===== src/rtl/step_ctrl_pkg.sv =====
// Shared encodings for step_ctrl: mode input codes, FSM states and the mode decode.
package step_ctrl_pkg;

  localparam logic [1:0] MODE_HALT = 2'b00;
  localparam logic [1:0] MODE_RUN  = 2'b01;
  localparam logic [1:0] MODE_STEP = 2'b10;

  typedef enum logic [1:0] {
    ST_HALT = 2'b00,
    ST_RUN  = 2'b01,
    ST_STEP = 2'b10
  } state_t;

  // The reserved code 2'b11 falls through to HALT.
  function automatic state_t mode_to_state(input logic [1:0] mode);
    case (mode)
      MODE_RUN:  return ST_RUN;
      MODE_STEP: return ST_STEP;
      default:   return ST_HALT;
    endcase
  endfunction

endpackage


===== src/rtl/step_ctrl_edge_sync.sv =====
// edge_sync: SYNC_STAGES-deep synchronizer followed by a registered rising-edge detector.
// Everything resets to 1 so a level that is already high at reset release gives no edge.
module edge_sync #(
  parameter int SYNC_STAGES = 2
) (
  input  logic clk,
  input  logic rst_n,
  input  logic d_in,
  output logic rise
);

  logic [SYNC_STAGES-1:0] sync_q, sync_d;
  logic                   prev_q, prev_d;
  logic                   rise_q, rise_d;

  always_comb begin
    sync_d = {sync_q[SYNC_STAGES-2:0], d_in};
    prev_d = sync_q[SYNC_STAGES-1];
    rise_d = sync_q[SYNC_STAGES-1] & ~prev_q;
  end

  always_ff @(posedge clk) begin
    if (rst_n) begin
      sync_q <= '1;
      prev_q <= 1'b1;
      rise_q <= 1'b0;
    end else begin
      sync_q <= sync_d;
      prev_q <= prev_d;
      rise_q <= rise_d;
    end
  end

  assign rise = rise_q;

endmodule


===== src/rtl/step_ctrl.sv =====
// step_ctrl: turns slow-clock rising edges (RUN) or step-button presses (STEP) into
// single-cycle CPU enables, with a one-deep pending buffer. Macro STEP_CTRL_CNT_SAT_EN
// makes pulse_cnt saturate instead of wrap. rst_n is synchronous and active-high.
//
// state   | meaning
// ST_HALT | no events; pending buffer is flushed
// ST_RUN  | slow_in rising edges are events
// ST_STEP | step_btn rising edges are events
module step_ctrl
  import step_ctrl_pkg::*;
#(
  parameter int SYNC_STAGES = 2,
  parameter int CNT_WIDTH   = 16
) (
  input  logic                 clk,
  input  logic                 rst_n,
  input  logic                 slow_in,
  input  logic                 step_btn,
  input  logic [1:0]           mode,
  input  logic                 stall,
  output logic                 en_out,
  output logic                 pending,
  output logic                 dropped,
  output logic [CNT_WIDTH-1:0] pulse_cnt
);

  localparam logic [CNT_WIDTH-1:0] CNT_ONE = 1;

  state_t               state_q, state_d;
  logic                 en_q, en_d;
  logic                 pend_q, pend_d;
  logic                 drop_q, drop_d;
  logic [CNT_WIDTH-1:0] cnt_q, cnt_d;
  logic                 slow_rise, step_rise;
  logic                 event_hit;

  edge_sync #(.SYNC_STAGES(SYNC_STAGES)) u_slow_sync (
    .clk   (clk),
    .rst_n (rst_n),
    .d_in  (slow_in),
    .rise  (slow_rise)
  );

  edge_sync #(.SYNC_STAGES(SYNC_STAGES)) u_step_sync (
    .clk   (clk),
    .rst_n (rst_n),
    .d_in  (step_btn),
    .rise  (step_rise)
  );

  always_comb begin
    state_d   = mode_to_state(mode);
    event_hit = ((state_q == ST_RUN) && slow_rise) || ((state_q == ST_STEP) && step_rise);
    en_d      = 1'b0;
    pend_d    = pend_q;
    drop_d    = drop_q;

    if (state_q == ST_HALT) begin
      pend_d = 1'b0;
    end else if (pend_q) begin
      // The buffered pulse always wins; a colliding event is lost and flagged.
      if (event_hit) drop_d = 1'b1;
      if (!stall) begin
        en_d   = 1'b1;
        pend_d = 1'b0;
      end
    end else if (event_hit) begin
      if (stall) pend_d = 1'b1;
      else       en_d   = 1'b1;
    end

    cnt_d = cnt_q;
`ifdef STEP_CTRL_CNT_SAT_EN
    if (en_q && (cnt_q != '1)) cnt_d = cnt_q + CNT_ONE;
`else
    if (en_q) cnt_d = cnt_q + CNT_ONE;
`endif
  end

  always_ff @(posedge clk) begin
    if (rst_n) begin
      state_q <= ST_HALT;
      en_q    <= 1'b0;
      pend_q  <= 1'b0;
      drop_q  <= 1'b0;
      cnt_q   <= '0;
    end else begin
      state_q <= state_d;
      en_q    <= en_d;
      pend_q  <= pend_d;
      drop_q  <= drop_d;
      cnt_q   <= cnt_d;
    end
  end

  assign en_out    = en_q;
  assign pending   = pend_q;
  assign dropped   = drop_q;
  assign pulse_cnt = cnt_q;

endmodule

===== config.mk =====
export PLATFORM = sky130hd
export DESIGN_NAME = step_ctrl
export DESIGN_NICKNAME = d
export VERILOG_FILES = /design/src/rtl/step_ctrl_pkg.sv /design/src/rtl/step_ctrl_edge_sync.sv /design/src/rtl/step_ctrl.sv
export SDC_FILE = /design/constraint.sdc
export NUM_CORES = 1
export LEC_CHECK = 0
export CAP_MARGIN = 5
export CORE_ASPECT_RATIO = 0.7
export CORE_MARGIN = 10
export CORE_UTILIZATION = 46
export CTS_BUF_LIST = sky130_fd_sc_hd__clkbuf_4
export CTS_CLUSTER_SIZE = 25
export DETAILED_ROUTE_END_ITERATION = 7
export PLACE_DENSITY = 0.79
export SLEW_MARGIN = 20
export SYNTH_ARGS = -nofsm -noshare
export SYNTH_HDL_FRONTEND = slang
export SYNTH_SLANG_ARGS = --single-unit

===== constraint.sdc =====
create_clock -name clk -period 1.4 [get_ports clk]
set_input_delay 0.35 -clock clk [delete_from_list [all_inputs] [get_ports clk]]
set_output_delay 0.35 -clock clk [all_outputs]
set_load 0.05 [all_outputs]

==> results.md <==
- Worst min path class: register to register
- H-tree depth: 2
- Gate power share: roughly 4.3%
- Slew @ Worst Pin: about 0.30 ns
- Clock skew: 0.00874 ns
- I/O Buffers: 25
- Pwr Total: approximately 1.4 mW
- Routability cong.: 0.762
- Total power per unit cell area: 679 mW/mm2
- Area taken by multi-input logic gates: 678 um2
- Crit path DAT: roughly 1.6 ns
- DP Wirelength: about 2300 um
- Via count: 1133
- Initial antenna violation count: 0
- WL/cell: 18.9 um
- Layout area overhead: 78.9%
- Top_reg_cell synth: dfxtp_1
- Syn Inst Count: 120
- Cts bufs inserted: 5
- Post-synth EDFFs: 0
- Top post-synthesis cells by area: dfxtp_1, mux2_2, a21oi_1
- Register area share after synthesis: about half
- Largest net degree at the start of global routing: 20
- DIE AREA: around 0.005 mm2
- Worst skew pair latency: approximately 0.32 ns
- Fin Hold WS: a little under 0.4 ns
- Critical Path Source Type: register
- Peak supply drop: around 560 uV
- Standard-cell rows: 15
- Share of cells above drive strength 1: between 50% and 60%
- Number of synthesized register bits: 29
- CP required: between 1.5 and 2 ns
- Worst-path fanout max: 6
- Yosys cell types: 28
- Sequential power share: between 50% and 60%
- GRT Util Overall: about 14%
- Switch share: a little over a fifth
- Internal power: about 1.1 mW
- Die height: approximately 62 um
- Syn. warnings: 0
- Core area: between 0.002 and 0.0025 mm2
- Vias in the first global route: about 1100
- Failing checks: setup timing
- Mapped Area: roughly 0.0012 mm2
- Chip Width: approximately 80 um
- Final core occ: a little under nine tenths
- Initial Utilization: between 40 and 50%
- ANT cells: 0
- # IOs: 26
- Top cell types by occurrence after synthesis: dfxtp_1, nor2_1, a21oi_1
- RSZ-0062 raised after global routing: yes
- Synth async-reset ratio: 0%
- Congestion Overflow GR: 0
- Post-DRT Antenna Nets: 0
- Final std cells w/o fill: 207
- Total of max-cap violations: 0
- DRC: 0
- Drt via density: between 5 and 6
- Final #Nets: 180
- WS Path Type: register to register
- Fillers: ~120
- Yosys top cell area share: about half
- Period utilization: 102%
- Final Max Slew Viols: 0
- CTS Root Cell: clkbuf_4
- Pleak: ~0.85 nW
- Post-Route WL: just under 4000 um
- Outcome: complete, but fails checks
- Iter 0 DRT Violations: 47
- Most common cell in the netlist: dfxtp_1
- Hold Vio Cnt, Final: 0
- First-pass GRT wire length: 5260 um
- Leading area contributor after synthesis: dfxtp_1
- Fin crit period: between 1 and 1.5 ns
- Drt pass-1 iters: 4
- Clock share of power: 37.8%
- Max frequency: around 700 MHz
- Clk slew on worst S/H paths: 0.09 ns
- Reg area: between 600 and 700 um2
- Setup ws final: -0.0253 ns
- Syn avg cell area: 9.67 um2
- Crit. End Element: register
- Slew HR: between 70% and 80%
- Cells after DPL: between 150 and 200
- CTS Sinks: 29
- Maximum buffer depth of the clock tree: 2
- CTS tree: yes
- Syn Nets: around 130
- Final number of setup-violating endpoints: 4
- Switch Pwr: 0.305 mW
metal layers:
layer	up-vias	track usage (%)	share of wire (%)
li1	541	-	-
met1	540	13.8	38
met2	40	25.8	53
met3	12	5.32	6.2
met4	0	7.00	2.3
met5	-	0	0
final cells by class:
type                       instances  area share (%)
clock buffer                       8            2.90
inverter                           4           0.724
multi-input combinational         82            32.7
sequential                        29            30.4
tap                               34            2.05
timing repair buffer              50            31.2
power by group through the flow:
stage,Sequential (mW),Clock [mW],Combinational (mW)
5_1_grt,0.817,0.576,0.0643
4_1_cts,0.816,0.536,0.0571
2_1_floorplan,0.834,0,0.0218
6_report,0.816,0.532,0.0600
3_3_place_gp,0.834,0,0.0547
3_5_place_dp,0.835,0,0.0563
registers in the layout (all words and copies together) (netlist names):
signal              cells
u_step_sync.sync_q      2
pending                 1
pulse_cnt              16
u_step_sync.prev_q      1
state_q                 2
u_slow_sync.rise        1
u_slow_sync.prev_q      1
en_out                  1
u_slow_sync.sync_q      2
u_step_sync.rise        1
dropped                 1
metrics by stage:
step                cell area, um2  setup slack (ns)  setup TNS, ns
floorplan                     1290           -0.0684         -0.266
global placement              1870           -0.0115        -0.0365
detailed placement            1870           -0.0674         -0.228
CTS                           1970           -0.0188        -0.0475
global route                  2070           -0.0791         -0.361
finish                        2070           -0.0253        -0.0680
what timing repair did:
| item | 4_1_cts | 5_1_grt |
|---|---|---|
| endpoints found under the setup margin | 4 | 8 |
| pin swaps | 4 | 5 |
| cloned | 0 | 1 |
| hold endpoints to repair | 0 | 0 |
| hold buffers | 0 | 0 |
| setup buffers | 2 | 7 |
| resized for setup | 5 | 8 |
final timing paths:
path	startpoint	to	slack [ns]	cells after the start
worst max register to register	pulse_cnt[8]	pulse_cnt[12]	-0.03	4
worst min-delay path	u_slow_sync.prev_q	u_slow_sync.rise	0.39	1
worst min register to register	u_slow_sync.prev_q	u_slow_sync.rise	0.39	1
worst max-delay path	pulse_cnt[8]	pulse_cnt[12]	-0.03	4
critical path: stages, from the launching register on:
cell,delay [ns]
dfxtp_4,0.38
nand4_1,0.15
buf_6,0.19
nor4_4,0.27
mux2_4,0.32
cell usage in the layout (no fill, tap or decap), drive strengths merged, types with 6 or more instances in the layout:
cell / synthesis / routed
buf: 3 / 44
dfxtp: 29 / 29
nor2: 9 / 9
clkbuf: 3 / 8
a21oi: 8 / 8
o21ai: 6 / 6
nor2b: 6 / 6
or2: 6 / 6
clkdlybuf4s50: 0 / 6
nand4: 5 / 6
cells by family after synthesis:
logic type,share of synthesized area (%)
DFF,50.1
and+or+nand+nor,26.9
adders and majority gates,1.08
muxes,4.75
xor gates and xnor gates,3.02
AOI/OAI and AO/OA,9.92
buffers and inverters,4.31
Power figures use the tool's default switching activity.
